`config.mk`:
```
export PLATFORM = sky130hd
export DESIGN_NAME = ripple_carry_adder
export DESIGN_NICKNAME = d
export VERILOG_FILES = /design/src/rtl/rca_pkg.sv /design/src/rtl/full_adder.sv /design/src/rtl/ripple_carry_adder.sv
export SDC_FILE = /design/constraint.sdc
export NUM_CORES = 1
export LEC_CHECK = 0
export ABC_AREA = 1
export ABC_CLOCK_PERIOD_IN_PS = 4340
export CELL_PAD_IN_SITES_DETAIL_PLACEMENT = 0
export CELL_PAD_IN_SITES_GLOBAL_PLACEMENT = 1
export CORE_MARGIN = 1
export CORE_UTILIZATION = 20
export DETAILED_ROUTE_END_ITERATION = 10
export GPL_ROUTABILITY_DRIVEN = 0
export PLACE_DENSITY_LB_ADDON = 0.1
export SLEW_MARGIN = 20
export SYNTH_ARGS = -nofsm -noshare
export SYNTH_HDL_FRONTEND = slang
export SYNTH_SLANG_ARGS = --single-unit
```
`constraint.sdc`:
```
create_clock -name clk -period 4.34 [get_ports clk]
set_input_delay 1.302 -clock clk [delete_from_list [all_inputs] [get_ports clk]]
set_output_delay 1.302 -clock clk [all_outputs]
set_load 0.03 [all_outputs]
```
`src/rtl/rca_pkg.sv`:
```
// rca_pkg: shared constants and golden reference for the ripple-carry adder.
//   RCA_DEFAULT_WIDTH : default operand width of ripple_carry_adder
//   RCA_MAX_WIDTH     : widest operand rca_ref can evaluate
//   rca_ref(a,b,cin)  : returns {carry, sum} of a+b+cin at RCA_MAX_WIDTH bits.
//                       Narrower callers zero-extend and read bit [WIDTH] as carry.
package rca_pkg;

    localparam int RCA_DEFAULT_WIDTH = 4;
    localparam int RCA_MAX_WIDTH     = 32;

    function automatic logic [RCA_MAX_WIDTH:0] rca_ref(
        input logic [RCA_MAX_WIDTH-1:0] a,
        input logic [RCA_MAX_WIDTH-1:0] b,
        input logic                     cin
    );
        return {1'b0, a} + {1'b0, b} + {{RCA_MAX_WIDTH{1'b0}}, cin};
    endfunction

endpackage

```
`src/rtl/full_adder.sv`:
```
// full_adder: 1-bit gate-level full adder cell.
//   a, b : operand bits
//   cin  : carry in
//   s    : sum bit
//   cout : carry out
module full_adder (
    input  logic a,
    input  logic b,
    input  logic cin,
    output logic s,
    output logic cout
);

    logic p;

    // Propagate term is shared between the sum and the carry.
    assign p    = a ^ b;
    assign s    = p ^ cin;
    assign cout = (a & b) | (cin & p);

endmodule

```
`src/rtl/ripple_carry_adder.sv`:
```
// ripple_carry_adder: unsigned WIDTH-bit adder built from a chain of full_adder
// cells, with combinational outputs and a registered copy of the result.
//   clk            : rising-edge clock for the registered outputs only
//   rst_n          : async active-low reset, clears the registered outputs only
//   A, B, CIN      : operands and carry into bit 0
//   SUM, CARRY     : combinational {CARRY,SUM} = A + B + CIN
//   OVF            : combinational signed overflow
//   SUM_Q, CARRY_Q,
//   OVF_Q          : the combinational results captured on every rising clk
module ripple_carry_adder
    import rca_pkg::*;
#(
    parameter int WIDTH = RCA_DEFAULT_WIDTH
) (
    input  logic             clk,
    input  logic             rst_n,
    input  logic [WIDTH-1:0] A,
    input  logic [WIDTH-1:0] B,
    input  logic             CIN,
    output logic [WIDTH-1:0] SUM,
    output logic             CARRY,
    output logic             OVF,
    output logic [WIDTH-1:0] SUM_Q,
    output logic             CARRY_Q,
    output logic             OVF_Q
);

    logic [WIDTH:0]   c;
    logic [WIDTH-1:0] sum_d;
    logic             carry_d;
    logic             ovf_d;

    logic [WIDTH-1:0] sum_q;
    logic             carry_q;
    logic             ovf_q;

    assign c[0] = CIN;

    for (genvar i = 0; i < WIDTH; i++) begin : g_fa
        full_adder u_fa (
            .a    (A[i]),
            .b    (B[i]),
            .cin  (c[i]),
            .s    (sum_d[i]),
            .cout (c[i+1])
        );
    end

    assign carry_d = c[WIDTH];
    // Two's-complement overflow: carry into the sign bit differs from carry out of it.
    assign ovf_d   = c[WIDTH] ^ c[WIDTH-1];

    assign SUM   = sum_d;
    assign CARRY = carry_d;
    assign OVF   = ovf_d;

    always_ff @(posedge clk or negedge rst_n) begin
        if (!rst_n) begin
            sum_q   <= '0;
            carry_q <= 1'b0;
            ovf_q   <= 1'b0;
        end else begin
            sum_q   <= sum_d;
            carry_q <= carry_d;
            ovf_q   <= ovf_d;
        end
    end

    assign SUM_Q   = sum_q;
    assign CARRY_Q = carry_q;
    assign OVF_Q   = ovf_q;

endmodule

```
==> results.txt, run 1 <==
----------------------------------------------------
[Routing]
  Number of detailed-routing iterations run before antenna repair ... 2
  Detailed Route WL ... 659 µm
  Average wire length per cell after detail routing ... 9.55 µm
  Detailed-route vias per instance ... 3.70
  DRC violation total after the first TritonRoute iteration ... 1
  Count of unresolved DRC violations after routing ... 0
  Detail Route Antenna Nets ... 0
  Via count ... 255

[Power and ir drop]
  Sum of internal, switching and leakage power ... 229 µW
  Net switching share of the total power ... 0.354
  Leakage Power ... 0.293 nW
  Switching power ... 81.0 µW
  Pwr/cell area ... 391 nW/µm²
  Combinational group share of total power ... 0.494
  Clock share of power ... 0.213
  VDD IR max ... 0.000118 V
  Cell internal pwr ... 148 µW
  Flop pwr share ... 0.293

[Timing]
  Final Hold Violating Endpoints ... 0
  Final Worst Setup Slack ... -0.0552 ns
  Worst rel slew slack ... 0.788
  Max Slew Vio Count ... 0
  Min cycle time layout ... 4.40 ns
  Unrepaired setup endpoints after global routing ... true
  Pin slew with the least headroom to its limit ... 0.317 ns
  Final worst path period share ... 1.01
  Number of endpoints failing setup at the final stage ... 1
  Maximum operating frequency ... 228 MHz

[Floorplan]
  Area of the core region ... 1370 µm²
  Die Height ... 41.3 µm
  Initial Util ... 0.226
  Number of top-level design ports ... 23
  Die area ... 1710 µm²
  Cell Rows ... 13
  Width of the die ... 41.3 µm

[Global routing]
  Number of global-route vias before repair ... 266
  Maximum number of pins on one net before global-route repair ... 7
  Number of antenna violations at the first check in global routing ... 0
  GRT Total Usage ... 0.0877
  Leftover overflow at the end of global routing ... 0
  First-pass GRT wire length ... 869 µm

[Worst setup path]
  Largest fanout on the critical path ... 2
  Category of the critical setup timing path ... in2out
  Arrival time at the worst endpoint ... 3.09 ns
  Critical Path Source Type ... primary input
  Category of the worst setup path capture point ... primary output
  Worst Path Required ... 3.04 ns

[Placed design]
  I/O Buffers ... 22
  HPWL after detailed placement ... 507 µm

[Status]
  Status ... finished with violations
  Violated checks ... negative setup slack

[Finish]
  Final core area utilization ... 0.428
  Fin nets ... 71
  Highest-count cells in the layout ignoring fill and taps ... 12 x sky130_fd_sc_hd__clkdlybuf4s50_1, 9 x sky130_fd_sc_hd__buf_4, 6 x sky130_fd_sc_hd__dfrtp_1, 6 x sky130_fd_sc_hd__inv_2
  Most common library cell in the layout ignoring fill and taps ... sky130_fd_sc_hd__clkdlybuf4s50_1
  # diodes ... 0
  Layout overhead on the synthesized area ... 89.1%
  Share of layout cells above drive strength 1 ... 0.537

[Clock network]
  Master cell of the clock root buffer ... sky130_fd_sc_hd__clkbuf_4
  Clock Sinks ... 6
  Number of buffers created by CTS ... 3
  Clock tree from TritonCTS ... built
  Clock input transition at the sequential cells of the worst setup and hold paths ... 0.04 ns
  Hold bufs inserted after CTS ... 0
  Maximum root-to-sink buffer count ... 2
  H-tree depth reported by CTS ... 1

[Yosys]
  Dominant cells by area after synthesis ... sky130_fd_sc_hd__dfrtp_1 49%, sky130_fd_sc_hd__fa_1 26%, sky130_fd_sc_hd__inv_1 11%
  Synthesized-area fraction occupied by adder cells ... 0.259
  Largest area contributor in the synthesized netlist ... sky130_fd_sc_hd__dfrtp_1
  Netlist cell types ... 6
  FF+latch count, synth ... 6
  Dominant combinational cell family by area after synthesis ... adder cells
  Count of yosys warnings during synthesis ... 0
  Synthesized netlist cell count ... 27
  Net count of the mapped netlist ... 42
  Average instance area after synthesis ... 11.4 µm²
  Share of synthesized area occupied by flip-flops and latches ... 0.486
  Proportion of synthesized area in mux cells ... 0
  Cell area after synthesis ... 309 µm²
  Simple-gate portion of the synthesized area ... 0.0364
  Xor/xnor share of the synthesized area ... 0
  Share of Yosys cell area claimed by the top area cell type ... 0.486
  Compound-cell area share of the yosys netlist ... 0

[Worst hold path]
  Type of the tightest min-delay check ... in2async

[Flow run]
  Max capacitance violation total ... 0

----------------------------------------------------
## how the worst max path moves through the flow
| stage | start | endpoint | slack, ns | depth (start not counted) |
|---|---|---|---|---|
| final | A[0] | SUM[3] | -0.06 | 10 |
| after global routing | A[0] | SUM[3] | -0.11 | 10 |
| after detailed placement | A[0] | SUM[3] | -0.55 | 10 |
| after global placement | A[0] | SUM[3] | -0.49 | 10 |
| after CTS | A[0] | SUM[3] | -0.10 | 10 |
| after floorplan | A[0] | SUM[3] | 0.02 | 9 |
## routing by layer
layer / routed length (µm) / up-vias / global-route usage
met5: 0 / - / 0
met4: 19 / 0 / 0.145
met3: 37 / 2 / 0
met2: 404 / 13 / 0.164
met1: 198 / 119 / 0.0606
li1: - / 121 / -
## metrics by stage
| stage | std cells | TNS (ns) | worst slack (ns) | hold WS (ns) | instance area (µm²) |
|---|---|---|---|---|---|
| after floorplan | 27 | 0 | 0.0161 | 1.01 | 309 |
| after global placement | 62 | -1.19 | -0.494 | 1.55 | 520 |
| after detailed placement | 62 | -1.34 | -0.550 | 1.56 | 520 |
| after CTS | 67 | -0.103 | -0.103 | 1.30 | 567 |
| after global routing | 69 | -0.124 | -0.113 | 1.32 | 584 |
| final | 69 | -0.0552 | -0.0552 | 1.30 | 584 |
## sequential cells by signal, indices dropped and copies added, names as in the netlist
signal   cells
OVF_Q        1
CARRY_Q      1
SUM_Q        4
## critical path, cell delays in order
cell and delay, ns:
sky130_fd_sc_hd__buf_6 0.09, sky130_fd_sc_hd__fa_2 0.37, sky130_fd_sc_hd__inv_2 0.06, sky130_fd_sc_hd__fa_2 0.18, sky130_fd_sc_hd__inv_2 0.04, sky130_fd_sc_hd__fa_2 0.34
sky130_fd_sc_hd__inv_2 0.08, sky130_fd_sc_hd__fa_2 0.43, sky130_fd_sc_hd__inv_2 0.08, sky130_fd_sc_hd__buf_6 0.12
## repair_timing
action | in CTS | in global routing
resized for setup | 27 | 1
endpoints found under the setup margin | 4 | 2
pin swaps | 4 | 4
setup buffers | 2 | 2
## power by group through the flow
stage / clock [mW] / sequential, mW / combinational, mW
after floorplan: 0 / 0.0871 / 0.0419
after global placement: 0 / 0.0675 / 0.100
after detailed placement: 0 / 0.0682 / 0.101
after CTS: 0.0513 / 0.0674 / 0.110
after global routing: 0.0547 / 0.0679 / 0.121
final: 0.0487 / 0.0671 / 0.113
## synthesized netlist by cell type
library cell / instances
sky130_fd_sc_hd__inv_1: 9
sky130_fd_sc_hd__nand2_1: 3
sky130_fd_sc_hd__buf_4: 4
sky130_fd_sc_hd__dfrtp_1: 6
sky130_fd_sc_hd__inv_2: 1
sky130_fd_sc_hd__fa_1: 4
## area by class of cell
cell class / instances / area (µm²)
Tap cell: 15 / 18.8
Sequential cell: 6 / 150
Inverter: 10 / 37.5
Timing Repair Buffer: 28 / 249
Fill cell: 145 / 782
Clock buffer: 3 / 22.5
Multi-Input combinational cell: 7 / 106
## cells by family (layout without fill, tap and decap cells)
group | Yosys count | after routing
buffers and inverters | 14 | 41
adders and majority gates | 4 | 4
DFF | 6 | 6
and+or+nand+nor | 3 | 3
Note: power is estimated with default switching activity, not from simulation.
==> inputs of run 2 (changes only) <==
--- a/config.mk
+++ b/config.mk
@@ -5,7 +5,6 @@
 export SDC_FILE = /design/constraint.sdc
 export NUM_CORES = 1
 export LEC_CHECK = 0
-export ABC_AREA = 1
 export ABC_CLOCK_PERIOD_IN_PS = 4340
 export CELL_PAD_IN_SITES_DETAIL_PLACEMENT = 0
 export CELL_PAD_IN_SITES_GLOBAL_PLACEMENT = 1
==> run 2 against run 1 <==
  * The run still ends with negative setup slack left
  * Largest cell class unchanged
  * Setup slack better by 0.025 ns
  * Critical path type unchanged
  * Sequential cell count stayed put
  * Sequential share of layout area is 0.68 points higher
==> results.txt, run 2 <==
----------------------------------------------------
[Floorplan]
  Initial Util ... 0.224 (-0.00183)
  Cell Rows ... 13 (unchanged)
  Area of the core region ... 1370 µm² (unchanged)
  Width of the die ... 41.2 µm (-0.39%)
  Die Height ... 41.2 µm (-0.39%)
  Number of top-level design ports ... 23 (unchanged)
  Die area ... 1690 µm² (-0.77%)

[Finish]
  # diodes ... 0 (unchanged)
  Flip-flop count of the largest register after layout ... 4 (unchanged)
  Most common library cell in the layout ignoring fill and taps ... sky130_fd_sc_hd__clkdlybuf4s50_1
  Share of layout cells above drive strength 1 ... 0.500 (-0.0370)
  Layout overhead on the synthesized area ... 85.7%
  Filler cells ... 146 (+0.69%)
  Highest-count cells in the layout ignoring fill and taps ... 12 x sky130_fd_sc_hd__clkdlybuf4s50_1, 7 x sky130_fd_sc_hd__buf_4, 6 x sky130_fd_sc_hd__dfrtp_1, 5 x sky130_fd_sc_hd__inv_1, 5 x sky130_fd_sc_hd__inv_2
  Fin nets ... 67 (-5.6%)
  Non-filler cells in the finished layout ... 65 (-5.8%)

[Timing]
  Number of endpoints failing setup at the final stage ... 1 (unchanged)
  Unrepaired setup endpoints after global routing ... true
  Final Hold Violating Endpoints ... 0 (unchanged)
  Final Worst Setup Slack ... -0.0303 ns (+0.0249 ns)
  Worst rel slew slack ... 0.795 (+0.00686)
  Hold Worst Slack ... 1.30 ns (+0.000140 ns)
  Pin slew with the least headroom to its limit ... 0.306 ns (-0.0103 ns)
  Max Slew Vio Count ... 0 (unchanged)
  Maximum operating frequency ... 229 MHz (+0.57%)
  Final worst path period share ... 1.01 (-0.00573)
  Min cycle time layout ... 4.37 ns (-0.0249 ns)

[Global routing]
  Maximum number of pins on one net before global-route repair ... 7 (unchanged)
  Number of global-route vias before repair ... 240 (-9.8%)
  GRT Total Usage ... 0.0799 (-0.00787)
  Number of antenna violations at the first check in global routing ... 0 (unchanged)
  Leftover overflow at the end of global routing ... 0 (unchanged)
  First-pass GRT wire length ... 814 µm (-6.3%)

[Yosys]
  Ranking of synthesized cells by instance count ... 10 x sky130_fd_sc_hd__inv_1, 6 x sky130_fd_sc_hd__dfrtp_1, 4 x sky130_fd_sc_hd__buf_4, 4 x sky130_fd_sc_hd__fa_1, 1 x sky130_fd_sc_hd__xnor2_1
  Average instance area after synthesis ... 12.3 µm² (+7.1%)
  Net count of the mapped netlist ... 40 (-4.8%)
  Largest area contributor in the synthesized netlist ... sky130_fd_sc_hd__dfrtp_1
  Number of synthesized flops with an enable pin ... 0 (unchanged)
  Netlist cell types ... 5 (-1)
  Count of yosys warnings during synthesis ... 0 (unchanged)
  Synth Flop Type ... sky130_fd_sc_hd__dfrtp_1
  Share of synthesized area occupied by flip-flops and latches ... 0.490 (+0.00397)
  Dominant cells by area after synthesis ... sky130_fd_sc_hd__dfrtp_1 49%, sky130_fd_sc_hd__fa_1 26%, sky130_fd_sc_hd__inv_1 12%
  Share of synthesized flip-flops with an asynchronous set or reset ... 1.00 (unchanged)
  Share of Yosys cell area claimed by the top area cell type ... 0.490 (+0.00397)
  FF+latch count, synth ... 6 (unchanged)
  Synthesized netlist cell count ... 25 (-7.4%)
  Dominant cell by count in the synthesized netlist ... sky130_fd_sc_hd__inv_1
  Cell area after synthesis ... 307 µm² (-0.81%)

[Routing]
  Average wire length per cell after detail routing ... 8.51 µm (-11%)
  DRC violation total after the first TritonRoute iteration ... 0 (-1)
  Count of unresolved DRC violations after routing ... 0 (unchanged)
  Detailed-route vias per instance ... 3.57 (-3.4%)
  Via count ... 232 (-9.0%)
  Number of detailed-routing iterations run before antenna repair ... 1 (-1)
  Detailed Route WL ... 553 µm (-16%)
  Detail Route Antenna Nets ... 0 (unchanged)

[Worst setup path]
  Category of the critical setup timing path ... in2out
  Worst Path Required ... 3.04 ns (about the same)
  Arrival time at the worst endpoint ... 3.07 ns (-0.02 ns)
  Largest fanout on the critical path ... 2 (unchanged)
  Category of the worst setup path capture point ... primary output
  Critical Path Source Type ... primary input

[Clock network]
  Maximum root-to-sink buffer count ... 2 (unchanged)
  Hold bufs inserted after CTS ... 0 (unchanged)
  Clock tree from TritonCTS ... built
  Clock input transition at the sequential cells of the worst setup and hold paths ... 0.04 ns (about the same)
  Number of buffers created by CTS ... 3 (unchanged)
  Clock Sinks ... 6 (unchanged)
  Master cell of the clock root buffer ... sky130_fd_sc_hd__clkbuf_4
  H-tree depth reported by CTS ... 1 (unchanged)

[Placed design]
  I/O Buffers ... 22 (unchanged)
  HPWL after detailed placement ... 476 µm (-6.1%)
  Placed instance count ... 59 (-4.8%)

[Status]
  Status ... finished with violations
  Violated checks ... negative setup slack

[Flow run]
  Max capacitance violation total ... 0 (unchanged)

[Power and ir drop]
  Leakage Power ... 0.282 nW (-3.5%)
  VDD IR max ... 0.000120 V (+1.7%)
  Pwr/cell area ... 405 nW/µm² (+3.4%)

[Worst hold path]
  Type of the tightest min-delay check ... in2async

----------------------------------------------------
## run 2: cells by family (layout without fill, tap and decap cells)
family,Yosys count,in the layout,synth area share
adder cells (fa/ha/maj),4,4,0.261
flip-flops,6,6,0.490
XOR/XNOR,1,1,0.0286
buffers and inverters,14,39,0.220
## run 2: worst max-delay path: stages
cell	delay (ns)
sky130_fd_sc_hd__buf_6	0.09
sky130_fd_sc_hd__fa_2	0.37
sky130_fd_sc_hd__inv_2	0.06
sky130_fd_sc_hd__fa_2	0.18
sky130_fd_sc_hd__inv_2	0.04
sky130_fd_sc_hd__fa_2	0.34
sky130_fd_sc_hd__inv_2	0.07
sky130_fd_sc_hd__fa_2	0.43
sky130_fd_sc_hd__inv_2	0.07
sky130_fd_sc_hd__buf_6	0.12
## run 2: layout make-up
| cell class | instances | area, µm² | share of cell area |
|---|---|---|---|
| timing repair buffer | 26 | 234 | 0.411 |
| sequential | 6 | 150 | 0.264 |
| multi-input combinational | 5 | 106 | 0.187 |
| inverter | 10 | 37.5 | 0.0659 |
| clock buffer | 3 | 22.5 | 0.0396 |
| tap | 15 | 18.8 | 0.0330 |
## run 2: per-layer routing
layer	track usage	wire (µm)
met3	0.0163	52
met2	0.141	326
met5	0	0
met1	0.0664	174
met4	0.0968	0
## run 2: report_power, final
| part | switching, mW | internal [mW] | total [mW] |
|---|---|---|---|
| logic | 0.0616 | 0.0523 | 0.114 |
| registers | 0.00218 | 0.0655 | 0.0677 |
| clock network | 0.0179 | 0.0311 | 0.0490 |
## run 2: metrics by stage
stage               power, mW  instance area (µm²)  setup TNS (ns)   util  worst slack [ns]
floorplan               0.134                  314         -0.0243      -           -0.0243
CTS                     0.234                  562          -0.101  0.411           -0.0956
detailed placement      0.173                  518           -1.37  0.379            -0.523
finish                  0.230                  569         -0.0303  0.417           -0.0303
global route            0.246                  569         -0.0905  0.417           -0.0905
global placement        0.172                  518           -1.23  0.379            -0.476
## run 2: repair_timing
action | in CTS | in global routing
buffers inserted | 2 | 1
endpoints found under the setup margin | 4 | 2
pin swaps | 5 | 3
resized for setup | 26 | 0
## run 2: how the worst max path moves through the flow
| stage | start | endpoint | slack [ns] | depth (start not counted) |
|---|---|---|---|---|
| floorplan | A[0] | SUM[3] | -0.02 | 9 |
| global placement | A[0] | SUM[3] | -0.48 | 10 |
| detailed placement | A[0] | SUM[3] | -0.52 | 10 |
| CTS | A[0] | SUM[3] | -0.1 | 10 |
| global route | A[0] | SUM[3] | -0.09 | 10 |
| finish | A[0] | SUM[3] | -0.03 | 10 |
